===== config.mk =====
export PLATFORM = sky130hd
export DESIGN_NAME = occ_gtp_link_ctrl
export DESIGN_NICKNAME = d
export VERILOG_FILES = /design/src/rtl/occ_gtp_link_pkg.sv /design/src/rtl/occ_link_sync.sv /design/src/rtl/occ_gtp_link_ctrl.sv
export SDC_FILE = /design/constraint.sdc
export NUM_CORES = 1
export LEC_CHECK = 0
export ABC_AREA = 1
export ABC_CLOCK_PERIOD_IN_PS = 7000
export BUFFER_PORTS_ARGS = -buffer_cell sky130_fd_sc_hd__buf_2
export CAP_MARGIN = 10
export CORE_MARGIN = 4
export CORE_UTILIZATION = 39
export CTS_CLUSTER_DIAMETER = 40
export DETAILED_ROUTE_END_ITERATION = 8
export SLEW_MARGIN = 10
export SYNTH_ARGS = -nofsm -noshare
export SYNTH_HDL_FRONTEND = slang
export SYNTH_SLANG_ARGS = --single-unit

===== constraint.sdc =====
create_clock -name clk_i -period 7 [get_ports clk_i]
set_input_delay 0.35 -clock clk_i [delete_from_list [all_inputs] [get_ports clk_i]]
set_output_delay 0.35 -clock clk_i [all_outputs]
set_load 0.005 [all_outputs]

===== src/rtl/occ_gtp_link_pkg.sv =====
// Shared definitions for the OCC GTP link controller: state encodings and a short
// timing set that keeps simulation runs brief.
package occ_gtp_link_pkg;

    typedef enum logic [2:0] {
        ST_PLL_RST   = 3'd0,
        ST_PLL_WAIT  = 3'd1,
        ST_GT_RST    = 3'd2,
        ST_DONE_WAIT = 3'd3,
        ST_ALIGN     = 3'd4,
        ST_LINK_UP   = 3'd5
    } link_state_e;

    typedef struct packed {
        int unsigned pll_rst_cycles;
        int unsigned gt_rst_cycles;
        int unsigned timeout;
        int unsigned comma_count;
        int unsigned err_max;
        int unsigned err_window;
    } link_timing_t;

    localparam link_timing_t SIM_TIMING = '{
        pll_rst_cycles: 8,
        gt_rst_cycles:  4,
        timeout:        64,
        comma_count:    4,
        err_max:        4,
        err_window:     16
    };

    function automatic int unsigned max_u(input int unsigned a, input int unsigned b);
        return (a > b) ? a : b;
    endfunction

endpackage


===== src/rtl/occ_link_sync.sv =====
// Two-flop synchroniser for quasi-static status bits entering the clk_i domain.
module occ_link_sync #(
    parameter int unsigned g_WIDTH = 1
) (
    input  logic               clk_i,
    input  logic               rst_n_i,
    input  logic [g_WIDTH-1:0] d_i,
    output logic [g_WIDTH-1:0] q_o
);

    logic [g_WIDTH-1:0] meta_q;
    logic [g_WIDTH-1:0] sync_q;

    always_ff @(posedge clk_i) begin
        if (!rst_n_i) begin
            meta_q <= '0;
            sync_q <= '0;
        end else begin
            meta_q <= d_i;
            sync_q <= meta_q;
        end
    end

    assign q_o = sync_q;

endmodule


===== src/rtl/occ_gtp_link_ctrl.sv =====
// Bring-up and recovery sequencer for one OCC GTPE2 tile: drives PLL/GT resets and
// comma alignment, qualifies the link on commas and restarts it on code errors.
module occ_gtp_link_ctrl
    import occ_gtp_link_pkg::*;
#(
    parameter int unsigned g_PLL_RST_CYCLES = 200,
    parameter int unsigned g_GT_RST_CYCLES  = 4,
    parameter int unsigned g_TIMEOUT        = 100000,
    parameter int unsigned g_COMMA_COUNT    = 16,
    parameter int unsigned g_ERR_MAX        = 4,
    parameter int unsigned g_ERR_WINDOW     = 1024
) (
    input  logic        clk_i,
    input  logic        rst_n_i,
    input  logic        restart_i,
    input  logic        pll_lock_i,
    input  logic        txresetdone_i,
    input  logic        rxresetdone_i,
    input  logic        rx_comma_i,
    input  logic        rx_err_i,
    output logic        pll_rst_o,
    output logic        txreset_o,
    output logic        rxreset_o,
    output logic        rxencommaalign_o,
    output logic        link_up_o,
    output logic [2:0]  state_o,
    output logic [15:0] restart_cnt_o
);

    // The state timer also times the reset holds, so it must cover the longest of them.
    localparam int unsigned TMR_W =
        $clog2(max_u(g_TIMEOUT, max_u(g_PLL_RST_CYCLES, g_GT_RST_CYCLES)) + 1);
    localparam int unsigned CMA_W = $clog2(g_COMMA_COUNT + 1);
    localparam int unsigned ERR_W = $clog2(g_ERR_MAX + 1);
    localparam int unsigned WIN_W = $clog2(g_ERR_WINDOW + 1);

    logic [2:0]       status_s;
    logic             lock_s, txdone_s, rxdone_s;
    link_state_e      state_q, state_d;
    logic [TMR_W-1:0] tmo_q, tmo_d;
    logic [CMA_W-1:0] comma_q, comma_d;
    logic [ERR_W-1:0] err_q, err_d;
    logic [WIN_W-1:0] win_q, win_d;
    logic [15:0]      restart_cnt_q, restart_cnt_d;
    logic             restart_evt, tmo_hit, win_roll;
    logic             pll_rst_q, txreset_q, rxreset_q, align_q, link_up_q;

    occ_link_sync #(
        .g_WIDTH (3)
    ) u_sync (
        .clk_i   (clk_i),
        .rst_n_i (rst_n_i),
        .d_i     ({pll_lock_i, txresetdone_i, rxresetdone_i}),
        .q_o     (status_s)
    );

    assign lock_s   = status_s[2];
    assign txdone_s = status_s[1];
    assign rxdone_s = status_s[0];
    assign tmo_hit  = (tmo_q == TMR_W'(g_TIMEOUT - 1));
    assign win_roll = (win_q == WIN_W'(g_ERR_WINDOW - 1));

    always_comb begin
        // NOTE: every signal gets a default before the case so no path can infer a latch.
        state_d     = state_q;
        tmo_d       = (&tmo_q) ? tmo_q : tmo_q + 1'b1;
        comma_d     = comma_q;
        err_d       = err_q;
        win_d       = win_q;
        restart_evt = 1'b0;

        unique case (state_q)
            ST_PLL_RST: begin
                if (tmo_q == TMR_W'(g_PLL_RST_CYCLES - 1)) state_d = ST_PLL_WAIT;
            end
            ST_PLL_WAIT: begin
                if (tmo_hit) begin
                    state_d     = ST_PLL_RST;
                    restart_evt = 1'b1;
                end else if (lock_s) begin
                    state_d = ST_GT_RST;  // normal progress, not a retry
                end
            end
            ST_GT_RST: begin
                if (tmo_q == TMR_W'(g_GT_RST_CYCLES - 1)) state_d = ST_DONE_WAIT;
            end
            ST_DONE_WAIT: begin
                if (tmo_hit) begin
                    state_d     = ST_GT_RST;
                    restart_evt = 1'b1;
                end else if (txdone_s && rxdone_s) begin
                    state_d = ST_ALIGN;
                end
            end
            ST_ALIGN: begin
                comma_d = rx_err_i ? '0 : (rx_comma_i ? comma_q + 1'b1 : comma_q);
                if (tmo_hit) begin
                    state_d     = ST_GT_RST;
                    restart_evt = 1'b1;
                end else if (comma_d == CMA_W'(g_COMMA_COUNT)) begin
                    state_d = ST_LINK_UP;
                end
            end
            ST_LINK_UP: begin
                win_d = win_roll ? '0 : win_q + 1'b1;
                if (win_roll)      err_d = rx_err_i ? ERR_W'(1) : '0;
                else if (rx_err_i) err_d = err_q + 1'b1;
                if (err_d == ERR_W'(g_ERR_MAX)) begin
                    state_d     = ST_GT_RST;
                    restart_evt = 1'b1;
                end
            end
            default: state_d = ST_PLL_RST;
        endcase

        if (!lock_s && (state_q inside {ST_GT_RST, ST_DONE_WAIT, ST_ALIGN, ST_LINK_UP})) begin
            state_d     = ST_PLL_RST;
            restart_evt = 1'b1;
        end
        if (restart_i) begin
            state_d     = ST_PLL_RST;
            restart_evt = 1'b1;
        end

        if (restart_i || (state_d != state_q)) begin
            tmo_d   = '0;
            comma_d = '0;
            err_d   = '0;
            win_d   = '0;
        end

        restart_cnt_d = (restart_evt && (restart_cnt_q != 16'hFFFF)) ?
                        restart_cnt_q + 16'd1 : restart_cnt_q;
    end

    // Outputs decode the next state so they change on the same edge as state_q.
    always_ff @(posedge clk_i) begin
        if (!rst_n_i) begin
            state_q       <= ST_PLL_RST;
            tmo_q         <= '0;
            comma_q       <= '0;
            err_q         <= '0;
            win_q         <= '0;
            restart_cnt_q <= '0;
            pll_rst_q     <= 1'b1;
            txreset_q     <= 1'b0;
            rxreset_q     <= 1'b0;
            align_q       <= 1'b0;
            link_up_q     <= 1'b0;
        end else begin
            // NOTE: non-blocking assignments so every register samples pre-edge values.
            state_q       <= state_d;
            tmo_q         <= tmo_d;
            comma_q       <= comma_d;
            err_q         <= err_d;
            win_q         <= win_d;
            restart_cnt_q <= restart_cnt_d;
            pll_rst_q     <= (state_d == ST_PLL_RST);
            txreset_q     <= (state_d == ST_GT_RST);
            rxreset_q     <= (state_d == ST_GT_RST);
            align_q       <= (state_d == ST_ALIGN) || (state_d == ST_LINK_UP);
            link_up_q     <= (state_d == ST_LINK_UP);
        end
    end

    assign pll_rst_o        = pll_rst_q;
    assign txreset_o        = txreset_q;
    assign rxreset_o        = rxreset_q;
    assign rxencommaalign_o = align_q;
    assign link_up_o        = link_up_q;
    assign state_o          = state_q;
    assign restart_cnt_o    = restart_cnt_q;

endmodule


Word level (Yosys, flattened, before mapping)
Index checks and enable logic that the tools add are counted.
{"block": "classes", "n_addsub": 5, "eq_ne": 16, "muxes": 24, "bitwise": 1, "reduce_logical": 12}
{"op": "two-way mux 3 bit", "count": 14}
{"op": "case mux 3 bit (6 select lines)", "count": 1}
{"op": "adder 17 x 1 -> 17 bit, second input constant", "count": 1}
{"op": "== test 17 bit, second input constant", "count": 1}
{"op": "== test 17 x 2 -> 1 bit, second input constant", "count": 1}
{"op": "== test 17 x 8 -> 1 bit, second input constant", "count": 1}
{"op": "AND reduction 17 bit", "count": 1}
{"op": "adder 16 x 1 -> 16 bit, second input constant", "count": 1}
{"op": "!= test 16 bit, second input constant", "count": 1}
{"op": "== test 3 bit, second input constant", "count": 5}
{"op": "adder 11 x 1 -> 11 bit, second input constant", "count": 1}
{"op": "== test 11 x 10 -> 1 bit, second input constant", "count": 1}
{"op": "two-way mux 11 bit", "count": 1}
{"op": "two-way mux 5 bit", "count": 2}
{"op": "== test 3 x 2 -> 1 bit, second input constant", "count": 3}
{"op": "logical NOT 3 bit", "count": 2}
{"op": "adder 5 x 1 -> 5 bit, second input constant", "count": 1}
{"op": "== test 5 bit, second input constant", "count": 1}
{"op": "two-way mux 1 bit", "count": 5}
{"op": "nonzero test 4 bit", "count": 1}
{"op": "adder 3 x 1 -> 3 bit, second input constant", "count": 1}
{"op": "== test 3 x 1 -> 1 bit, second input constant", "count": 1}
{"op": "logical AND 1 bit", "count": 3}
{"op": "!= test 3 bit", "count": 1}
{"op": "other kinds (6)", "count": 7}
{"block": "totals", "register_bits": 65, "inputBits": 8, "output_inout_bits": 24}

Logic depth before layout (Yosys ltp)
Gate-level depths: netlist of the first run.
{"block": "depth", "ltp_word": 12, "depth_mapped": 16}

Modules after synthesis
A second synthesis of the first run with hierarchy kept.
{"block": "unflattened", "hier_cells": 500, "hier_area_um2": 3667.3}
{"mod": "occ_gtp_link_ctrl", "instances": 1, "cells_each": 482, "area_per_inst_um2": 3502.1}
{"mod": "occ_link_sync", "instances": 1, "cells_each": 18, "area_per_inst_um2": 165.2}

Worst setup path before layout of the first run
OpenSTA, ideal clock, no wires.
{"block": "synth_path", "path_kind": "reg2reg", "startpoint": "register tmo_q[0]", "endpoint": "register tmo_q[14]", "setup_ps": 117, "t_arrival_ps": 2102, "required_ps": 6883, "setup_slack_ps": 4781, "path_stages_with_launch": 15, "path_buffers": 1, "period_less_slack_ps": 2219, "path_cell_list": "dfxtp_1 ha_1 nand3_1 nor2_1 nand4_1 nor3_1 ha_1 clkbuf_1 nor3_1 nand3_1 nor2_1 nand3_1 nor2_1 xnor2_1 nor2_2"}
{"block": "synth_via", "elab_chain_len": 8, "elab_cells_between_ends": 16, "classes_between": "add/sub: 1; eq/ne: 4; mux: 8; reduce/logical: 3"}
{"element": "start: declaration", "line": "occ_gtp_link_ctrl.sv:40", "text": "logic [TMR_W-1:0] tmo_q, tmo_d;"}
{"element": "start signal: assignment", "line": "occ_gtp_link_ctrl.sv:153", "text": "tmo_q <= tmo_d;"}
{"element": "== test 17 bit (tied with other cells)", "line": "occ_gtp_link_ctrl.sv:60", "text": "assign tmo_hit = (tmo_q == TMR_W'(g_TIMEOUT - 1));"}
{"element": "two-way mux 3 bit, on equally long branches"}
{"element": "case mux 3 bit (6 select lines)", "line": "occ_gtp_link_ctrl.sv:72", "text": "unique case (state_q)"}
{"element": "two-way mux 3 bit", "line": "occ_gtp_link_ctrl.sv:116", "text": "if (!lock_s && (state_q inside {ST_GT_RST, ST_DONE_WAIT, ST_ALIGN, ST_LINK_UP})) begin"}
{"element": "two-way mux 3 bit", "line": "occ_gtp_link_ctrl.sv:120", "text": "if (restart_i) begin"}
{"element": "!= test 3 bit", "line": "occ_gtp_link_ctrl.sv:125", "text": "if (restart_i || (state_d != state_q)) begin"}
{"element": "logical OR 1 bit", "line": "occ_gtp_link_ctrl.sv:125"}
{"element": "OR reduction 2 bit (no line)"}
Parallel ways exist; a longest one is shown, timed or not.
A chain may end at the register's enable or synchronous reset.

Worst setup path in the final report of the first run
{"block": "layout_path", "startpoint": "register state_q[2] (netlist: state_o[2])", "endpoint": "register restart_cnt_q[2] (netlist: restart_cnt_o[2])"}
{"block": "layout_via", "elab_chain_len": 6, "elab_cells_between_ends": 12, "classes_between": "eq/ne: 5; mux: 3; reduce/logical: 4"}
{"element": "start: declaration", "line": "occ_gtp_link_ctrl.sv:39", "text": "link_state_e state_q, state_d;"}
{"element": "start signal: assignment", "line": "occ_gtp_link_ctrl.sv:152", "text": "state_q <= state_d;"}
{"element": "== test 3 x 2 -> 1 bit (tied with other cells)", "line": "occ_gtp_link_ctrl.sv:72, occ_gtp_link_ctrl.sv:116"}
{"element": "OR reduction 3 bit (no line) or nonzero test 4 bit (tied branches)"}
{"element": "case mux 1 bit (2 select lines) or logical AND 1 bit (tied branches)", "line": "occ_gtp_link_ctrl.sv:72, occ_gtp_link_ctrl.sv:116"}
{"element": "two-way mux 1 bit *", "line": "occ_gtp_link_ctrl.sv:116"}
{"element": "two-way mux 1 bit *", "line": "occ_gtp_link_ctrl.sv:120"}
{"element": "logical AND 1 bit *", "line": "occ_gtp_link_ctrl.sv:132", "text": "restart_cnt_d = (restart_evt && (restart_cnt_q != 16'hFFFF)) ?"}
{"element": "end signal: assignment", "line": "occ_gtp_link_ctrl.sv:157", "text": "restart_cnt_q <= restart_cnt_d;"}
{"element": "end: declaration", "line": "occ_gtp_link_ctrl.sv:44", "text": "logic [15:0] restart_cnt_q, restart_cnt_d;"}
Mark *: on every way between the ends. The rest lies on a longest branch, timed or not.

==> results of run 1 <==
==> worst max-delay path: stages, from the launching register on <==
cell and delay (ns):
dfxtp_1 0.50, nand2_1 0.15, nor2_2 0.36, nor3_2 0.10, o21ai_2 0.19, inv_1 0.06, o211ai_1 0.09, nand2_1 0.40
inv_1 0.45, nand2_1 0.12, nand2_1 0.08, nand2_1 0.04, nor2_1 0.09
==> layer usage <==
layer  share of wire  vias up
met2            0.48       48
met3           0.033        4
met4          0.0085        0
li1                -     1628
met5               0        -
met1            0.48     1372
==> kinds of logic (layout without fill, tap and decap cells) <==
logic type,after synthesis,count (layout),synth area share
AO/OA/AOI/OAI,46,46,0.0718
XOR/XNOR,29,29,0.0726
adder cells (fa/ha/maj),6,6,0.0214
buffers and inverters,77,109,0.0969
flip-flops,65,65,0.372
multiplexers,2,2,0.00572
AND/OR/NAND/NOR,276,276,0.360
==> power groups by stage <==
stage	Combinational [mW]	Sequential (mW)	Clock, mW
floorplan	0.0203	0.383	0
global placement	0.0256	0.383	0
detailed placement	0.0259	0.383	0
CTS	0.0260	0.375	0.315
global route	0.0294	0.375	0.331
finish	0.0257	0.375	0.303
==> synthesized netlist by cell type (3+ instances only) <==
cell,instances,share of area
inv_1,59,0.063
ha_1,6,0.021
o21ai_0,24,0.034
nand3_1,25,0.036
nor2_1,66,0.071
nand4_1,7,0.013
xor2_1,16,0.040
buf_2,4,0.0057
nand2_1,113,0.12
clkbuf_1,3,0.0032
buf_6,5,0.016
nor4_1,4,0.0071
inv_2,4,0.0043
nor3_1,18,0.026
nor2_2,32,0.057
a21oi_1,14,0.020
xnor2_1,13,0.033
dfxtp_1,65,0.37
==> worst paths after layout <==
kind | start | end | slack (ns) | depth (start not counted)
min reg2reg | u_sync.meta_q[0]$_SDFF_PN0_ | u_sync.q_o[0]$_SDFF_PN0_ | 0.42 | 2
min | pll_lock_i | u_sync.meta_q[2]$_SDFF_PN0_ | 0.20 | 3
max reg2reg | state_o[2]$_SDFF_PN0_ | restart_cnt_o[2]$_SDFFE_PN0P_ | 4.30 | 12
max | state_o[2]$_SDFF_PN0_ | restart_cnt_o[2]$_SDFFE_PN0P_ | 4.30 | 12
==> sequential cells by signal, summed over array words and instances (netlist names) <==
signal            cells
tmo_q                17
restart_cnt_o        16
win_q                11
comma_q               5
err_q                 3
state_o               3
u_sync.meta_q         3
u_sync.q_o            3
link_up_o             1
pll_rst_o             1
rxencommaalign_o      1
rxreset_o             1
==> area by class of cell <==
class | instances | area [µm²]
Fill cell | 903 | 4850
Multi-Input combinational cell | 359 | 1860
Sequential cell | 65 | 1300
Inverter | 63 | 236
Timing Repair Buffer | 31 | 155
Tap cell | 108 | 135
Clock buffer | 9 | 124
Clock inverter | 6 | 60.1
==> stage by stage <==
stage / total power [mW] / cells / utilization / hold slack [ns] / area (µm²)
after floorplan: 0.404 / 501 / - / 0.390 / 3500
after global placement: 0.409 / 626 / 0.423 / 0.397 / 3690
after detailed placement: 0.409 / 626 / 0.423 / 0.400 / 3690
after CTS: 0.716 / 641 / 0.444 / 0.175 / 3870
after global routing: 0.736 / 641 / 0.444 / 0.194 / 3870
final: 0.704 / 641 / 0.444 / 0.200 / 3870
==> cell usage in the layout, fill, tap and decap left out, types with 4 or more instances in the layout <==
| master | synthesis | routed |
|---|---|---|
| buf_2 | 4 | 31 |
| ha_1 | 6 | 6 |
| nand3_1 | 25 | 25 |
| nor2_2 | 32 | 32 |
| clkbuf_8 | 0 | 9 |
| a21oi_1 | 14 | 14 |
| nor3_1 | 18 | 18 |
| xnor2_1 | 13 | 13 |
| nor4_1 | 4 | 4 |
| nor2_1 | 66 | 66 |
| inv_2 | 4 | 4 |
| o21ai_0 | 24 | 24 |
| xor2_1 | 16 | 16 |
| nand2_1 | 113 | 113 |
| nand4_1 | 7 | 7 |
| dfxtp_1 | 65 | 65 |
| inv_1 | 59 | 59 |
==> impl_metrics.yaml, run 1 <==
synthesis:
  synth_edf_count: 0
  async_flop_share: 0
  synth_area_um2: 3500
  seq_area_frac_synth: 0.372
  yosysWarnings: 0
  syn_inst: 501
  synth_fp_nets: 515
  synth.avg_cell_area_um2: 6.99
  ys.flop_type: "dfxtp_1"
  ys_ff_latch: 65
  yosys.cell_types.count: 36
routing:
  drt_iter0_drc: 160
  via_per_inst: 4.76
  wire_per_inst_um: 11.1
  drtPass1Iterations: 5
  ant_nets: 0
  wl_um: 7140
  drc: 0
  vias: 3052
timing:
  period_share: 0.386
  finalMaxSlewViolations: 0
  fin_ws_ns: 4.30
  hold_viol: 0
  clock_skew_ns: 0.00842
  layout_min_cycle_time_ns: 2.70
  tns_ns: 0
  tightestPinTransition_ns: 0.780
  max_freq_ghz: 0.370
  setup_viol: 0
  rsz0062_at_grt: "no"
  relSlewSlack: 0.479
global_route:
  top_usage_layer: "met2"
  gr-usage-all-layers: 0.147
  antenna_found_initial: 0
  grtUsageMet3: 0.0392
  use_met2: 0.254
  grt_max_degree: 37
  grt-ovfl-total: 0
  grt_pass1_vias: 2935
  grt_pass1_wl_um: 12500
  met1_usage: 0.175
job:
  cap_violations: 0
finish:
  drive_gt1_frac: 0.173
  nets: 543
  diodes: 0
  area_delta_synth_final_pct: 10.6
floorplan:
  ios: 32
  initial_core_util: 0.401
  fp-row-count: 34
  die_w_um: 103
  core_um2: 8720
  die_area_um2: 10600
  die_h_um: 103
setup_path:
  required_ns: 7.27
  critPathKind: "reg2reg"
  worst_setup_path_end_kind: "flip-flop"
  critPathArrivalTime_ns: 2.97
  crit_path_start_kind: "flip-flop"
  path_max_fanout: 20
min_path:
  holdCritPathClass: "in2reg"
place:
  place_ws_ns: 4.32
  portBuffers: 31
  dp_hpwl_um: 5300
  gp_congestion: 0.884
cts:
  cts_resized: 0
  path_clk_slew_ns: 0.07
  cts_tree: "built"
  clock_sinks: 65
  clockBufferDepth: 2
  htree_levels: 3
  cts_setup_buffers: 0
  clk_latency_ns: 0.34
  cts_made_buffers: 9
  cts_hold_buf: 0
  cts_root_buffer: "clkbuf_8"
power:
  internal_power_uw: 540
  switching_share: 0.232
  combinationalPowerShare: 0.036
  vdd.ir_drop.worst_v: 0.0000911
  p_per_area_nw_per_um2: 182
  seqPwrFrac: 0.533
  p_sw_uw: 163
  clockPowerShare: 0.431
  power_leakage_nw: 1.49
run_status:
  outcome: "finished clean"
Note: power is estimated with default switching activity, not from simulation.
==> run 2: changes to the inputs <==
--- a/config.mk
+++ b/config.mk
@@ -6,7 +6,7 @@
 export NUM_CORES = 1
 export LEC_CHECK = 0
 export ABC_AREA = 1
-export ABC_CLOCK_PERIOD_IN_PS = 7000
+export ABC_CLOCK_PERIOD_IN_PS = 2300
 export BUFFER_PORTS_ARGS = -buffer_cell sky130_fd_sc_hd__buf_2
 export CAP_MARGIN = 10
 export CORE_MARGIN = 4
==> constraint.sdc (replaced) <==
create_clock -name clk_i -period 2.3 [get_ports clk_i]
set_input_delay 0.115 -clock clk_i [delete_from_list [all_inputs] [get_ports clk_i]]
set_output_delay 0.115 -clock clk_i [all_outputs]
set_load 0.005 [all_outputs]
==> run 2 against run 1 <==
Sequential cell count is the same. Critical path depth grew 1. Worst hold slack lost 0.046 ns. Global-route usage grew 0.19 points. Core utilization grew 4.0 points. Register-to-register slack lost 4.1 ns. Sequential share of layout area shrank 2.7 points. Cell count grew 4.4%. First-iteration DRC count shrank 41%. Clock skew grew 0.0025 ns. Via count grew 4.3%. Clock-buffer cell count grew 4.
==> impl_metrics.yaml, run 2 (same netlist as run 1, synthesis figures left out) <==
timing:
  fin_ws_ns: 0.150
  clock_skew_ns: 0.0109
  period_share: 0.935
  layout_min_cycle_time_ns: 2.15
  relSlewSlack: 0.723
  max_freq_ghz: 0.465
  setup_viol: 0
  hold_viol: 0
  tightestPinTransition_ns: 0.412
  tns_ns: 0
  finalMaxSlewViolations: 0
global_route:
  grt-ovfl-total: 0
  grt_pass1_vias: 2861
  antenna_found_initial: 0
  grt_pass1_wl_um: 12700
  grt_max_degree: 20
  gr-usage-all-layers: 0.149
finish:
  drive_gt1_frac: 0.242
  nets: 570
  final_common_cell: "nand2_1"
  multi_input_area_um2: 1920
  area_delta_synth_final_pct: 20.6
  final_util: 0.484
  largest_reg_flops: 17
  diodes: 0
  top_register: "tmo_q"
  seq_area_um2: 1310
  fillers: 880
  mostFrequentLayoutCells: "nand2_1, nor2_1, dfxtp_1"
cts:
  path_clk_slew_ns: 0.06
  cts_root_buffer: "clkbuf_8"
  cts_made_buffers: 9
  clock_sinks: 65
  clk_latency_ns: 0.33
  htree_levels: 3
  clockBufferDepth: 2
  cts_tree: "built"
floorplan:
  die_w_um: 103
  ios: 32
  fp-row-count: 34
  die_area_um2: 10600
  core_um2: 8720
  die_h_um: 103
  initial_core_util: 0.401
place:
  gp_congestion: 0.828
  portBuffers: 31
  place_ws_ns: 0.00252
  dp_hpwl_um: 5690
setup_path:
  path_cells: "ha_2 > nand3_1 > nor2_1 > nand4_1 > nor3_2 > ha_2 > inv_1 > nand4_1 > nor3_2 > buf_4 > nand3_1 > xor2_1 > nor2_2"
  path_max_fanout: 4
  required_ns: 2.52
  critPathArrivalTime_ns: 2.37
  cp_slowest_cell: "dfxtp_2"
  cpPeakStageDelay_ns: 0.33
  crit_path_start_kind: "flip-flop"
  critPathKind: "reg2reg"
  worst_setup_path_end_kind: "flip-flop"
  cp_top_family: "simple AND/OR/NAND/NOR gates"
  cp.buffers_inverters: 2
routing:
  drt_iter0_drc: 95
  ant_nets: 0
  vias: 3183
  via_per_inst: 4.76
  drc: 0
  wire_per_inst_um: 11.4
  wl_um: 7660
  drtPass1Iterations: 5
power:
  vdd.ir_drop.worst_v: 0.000332
  power_leakage_nw: 1.65
  p_per_area_nw_per_um2: 499
min_path:
  holdCritPathClass: "in2reg"
run_status:
  outcome: "finished clean"
job:
  cap_violations: 0
-- run 2: path summary, 6_finish.rpt --
| path | start | to | slack [ns] | cells past startpoint |
|---|---|---|---|---|
| setup / recovery | tmo_q[1]$_SDFFE_PP0N_ | tmo_q[7]$_SDFFE_PP0N_ | 0.15 | 13 |
| hold / removal | rst_n_i | u_sync.q_o[1]$_SDFF_PN0_ | 0.15 | 3 |
| setup reg to reg | tmo_q[1]$_SDFFE_PP0N_ | tmo_q[7]$_SDFFE_PP0N_ | 0.15 | 13 |
| hold reg to reg | u_sync.meta_q[2]$_SDFF_PN0_ | u_sync.q_o[2]$_SDFF_PN0_ | 0.41 | 2 |
-- run 2: routing by layer --
metal,wire length [µm],GRT usage,vias to the layer above
met4,62,0.0438,0
li1,-,-,1680
met2,3710,0.245,47
met5,0,0,-
met3,267,0.0440,6
met1,3620,0.191,1450
-- run 2: worst reg2reg max path, delay by kind of cell, from the launching register on --
| kind | cells | cell delay, ns |
|---|---|---|
| xor+xnor | 1 | 0.17 |
| fa+ha+maj | 2 | 0.41 |
| buf+inv | 2 | 0.22 |
| flops | 1 | 0.33 |
| simple gates | 8 | 0.91 |
-- run 2: repair_timing --
item | CTS | global route
endpoints found under the setup margin | 1 | 50
hold endpoints to repair | 3 | 0
resized for setup | 1 | 21
buffers inserted | 0 | 7
pin swaps | 1 | 4
cloned | 0 | 2
hold buffers | 3 | 0
-- run 2: through the flow --
step	total power [mW]	instance area, µm²	cells	hold slack (ns)
3_3_place_gp	1.26	3840	641	0.297
4_1_cts	2.13	4050	660	0.138
6_report	2.11	4220	669	0.154
2_1_floorplan	1.23	3500	501	0.213
3_5_place_dp	1.26	3840	641	0.300
5_1_grt	2.21	4220	669	0.158
-- run 2: report_power, final --
group          internal (mW)  switching, mW  leakage [nW]
Clock                  0.445          0.401        0.0932
Combinational         0.0526         0.0653          1.03
Sequential              1.14        0.00589         0.527
Total                   1.63          0.472          1.65
-- run 2: layout make-up --
class                      instances  area share
inverter                          63      0.0569
sequential                        65       0.309
clock buffer                      13      0.0376
multi-input combinational        359       0.454
clock inverter                     3     0.00356
timing repair buffer              58       0.107
tap                              108      0.0320
==> run 3: changes to the inputs <==
--- a/config.mk
+++ b/config.mk
@@ -16,4 +16,5 @@
 export SLEW_MARGIN = 10
 export SYNTH_ARGS = -nofsm -noshare
 export SYNTH_HDL_FRONTEND = slang
+export SYNTH_HIERARCHICAL = 1
 export SYNTH_SLANG_ARGS = --single-unit
==> run 3 against run 2 <==
Routed wire length rose by 10%. Core utilization fell by 1.1 points. Synthesized cell count fell by 0.20%. Combinational power fell by 12%. Sequential power barely moved. First-iteration DRC count rose by 96%. Final area rose by 3.1%. Cell count fell by 0.60%. Critical path depth rose by 1. Critical endpoint is now tmo_q[13]$_SDFFE_PP0N_. Highest routed layer unchanged.
==> impl_metrics.yaml, run 3 <==
routing:
  drc: 0
  drtPass1Iterations: 4
  wire_per_inst_um: 12.7
  wl_um: 8430
  vias: 3366
  drt_iter0_drc: 186
  ant_nets: 0
  via_per_inst: 5.06
cts:
  path_clk_slew_ns: 0.07
  clk_latency_ns: 0.35
  cts_tree: "built"
  clockBufferDepth: 2
  cts_made_buffers: 9
  cts_root_buffer: "clkbuf_8"
  htree_levels: 3
  clock_sinks: 65
synthesis:
  synthTopCellsByArea: "dfxtp_1, nand2_1, nor3_2"
  seq_area_frac_synth: 0.355
  synth_top_area_cell: "dfxtp_1"
  ys.flop_type: "dfxtp_1"
  synth.avg_cell_area_um2: 7.33
  synthTopCellsByCount: "nand2_1, dfxtp_1, inv_1, nor2_1, nand3_1"
  yosys.cell_types.count: 41
  yosysMostFrequentCell: "nand2_1"
  synth_edf_count: 0
  syn_inst: 500
  async_flop_share: 0
  synth_top_area_frac: 0.355
  yosysWarnings: 6
  synth_fp_nets: 514
  synth_area_um2: 3670
  ys_ff_latch: 65
finish:
  final_util: 0.473
  multi_input_area_um2: 2080
  diodes: 0
  mostFrequentLayoutCells: "nand2_1, dfxtp_1, inv_1"
  seq_area_um2: 1320
  drive_gt1_frac: 0.264
  largest_reg_flops: 17
  final_cells: 665
  final_common_cell: "nand2_1"
  stdcell_area_um2: 4350
  area_delta_synth_final_pct: 18.6
  top_register: "tmo_q"
  fillers: 888
  nets: 564
place:
  dp_cells: 642
  portBuffers: 31
  place_ws_ns: 0.108
  gp_congestion: 0.901
  placed_area_um2: 4000
  dp_hpwl_um: 6020
setup_path:
  crit_top_cell: "nand4_1"
  cp_slowest_cell: "dfxtp_1"
  path_max_fanout: 4
  required_ns: 2.58
  critPathKind: "reg2reg"
  cpPeakStageDelay_ns: 0.39
  cp.buffers_inverters: 4
  crit_path_start_kind: "flip-flop"
  worst_setup_path_end_kind: "flip-flop"
  critPathArrivalTime_ns: 2.43
  path_cells: "inv_2 > nor3_4 > nand4_1 > nor4_2 > ha_2 > inv_2 > nand4_1 > inv_1 > nand4_1 > nor3_1 > nand3_1 > xor2_1 > inv_1 > nor3_2"
  cp_top_family: "simple AND/OR/NAND/NOR gates"
timing:
  rsz0062_at_grt: "yes"
  tightestPinTransition_ns: 0.462
  hold_viol: 0
  relSlewSlack: 0.690
  layout_min_cycle_time_ns: 2.15
  finalMaxSlewViolations: 0
  period_share: 0.934
  max_freq_ghz: 0.466
  worst_hold_slack_ns: 0.0924
  setup_viol: 0
  clock_skew_ns: 0.0139
  fin_ws_ns: 0.152
global_route:
  grt_max_degree: 25
  grt_pass1_wl_um: 14700
  antenna_found_initial: 0
  grt-ovfl-total: 0
  gr-usage-all-layers: 0.161
  grt_pass1_vias: 3263
floorplan:
  die_area_um2: 11000
  initial_core_util: 0.399
  die_w_um: 105
  core_um2: 9200
  ios: 32
  die_h_um: 105
  fp-row-count: 35
power:
  vdd.ir_drop.worst_v: 0.000256
  p_per_area_nw_per_um2: 502
  power_leakage_nw: 1.69
run_status:
  outcome: "finished clean"
job:
  cap_violations: 0
min_path:
  holdCritPathClass: "in2reg"
-- run 3: cell count changes after synthesis, moves of 7 or more --
cell     previous run  this run
nor2_1             66        53
o21ai_0            24        17
xnor2_1            13         4
xor2_1             16        27
nor2_2             32         4
nor3_2              1        30
nand3_1            25        39
nand2_1           113        95
-- run 3: final timing paths --
kind	from	to	slack, ns	cells after the start
max	tmo_q[5]$_SDFFE_PP0N_	tmo_q[13]$_SDFFE_PP0N_	0.15	14
min reg2reg	u_sync/meta_q[2]$_SDFF_PN0_	u_sync/q_o[2]$_SDFF_PN0_	0.42	2
max reg2reg	tmo_q[5]$_SDFFE_PP0N_	tmo_q[13]$_SDFFE_PP0N_	0.15	14
min	rst_n_i	pll_rst_o$_SDFF_PN1_	0.09	2
-- run 3: power breakdown --
group          internal [mW]  switching (mW)  leakage, nW
clock network          0.488           0.451       0.0909
registers               1.13         0.00706        0.531
logic                 0.0404          0.0632         1.07
-- run 3: final cells by class --
cell class | instances | share of cell area
repair buffers | 53 | 0.0880
clock inverters | 6 | 0.0138
flip-flops and latches | 65 | 0.303
clock buffers | 9 | 0.0285
multi-input cells | 355 | 0.478
well taps | 111 | 0.0319
inverters | 66 | 0.0569
-- run 3: layer usage --
layer | up-vias | wire (µm) | global-route usage
li1 | 1729 | - | -
met1 | 1541 | 3760 | 0.193
met2 | 76 | 4170 | 0.276
met3 | 20 | 323 | 0.0451
met4 | 0 | 171 | 0.0562
met5 | - | 0 | 0
-- run 3: what timing repair did --
item | 4_1_cts | 5_1_grt
hold buffers | 3 | 0
endpoints found under the hold margin | 3 | 0
gates resized for setup | 0 | 32
buffers inserted | 0 | 4
endpoints found under the setup margin | 0 | 31
-- run 3: cell families (layout without fill, tap and decap cells) --
kind of cell             after synthesis  count (layout)  share of synthesized area
multiplexers                           2               2                    0.00546
AO/OA/AOI/OAI                         48              48                     0.0761
adder cells (fa/ha/maj)                6               6                     0.0205
flip-flops                            65              65                      0.355
AND/OR/NAND/NOR                      268             268                      0.374
buffers and inverters                 80             134                     0.0948
XOR/XNOR                              31              31                     0.0740
-- run 3: per-stage QoR --
step / TNS (ns) / total power [mW]
detailed placement: 0 / 1.26
finish: 0 / 2.18
global route: -0.127 / 2.27
CTS: 0 / 2.22
global placement: 0 / 1.26
floorplan: 0 / 1.23
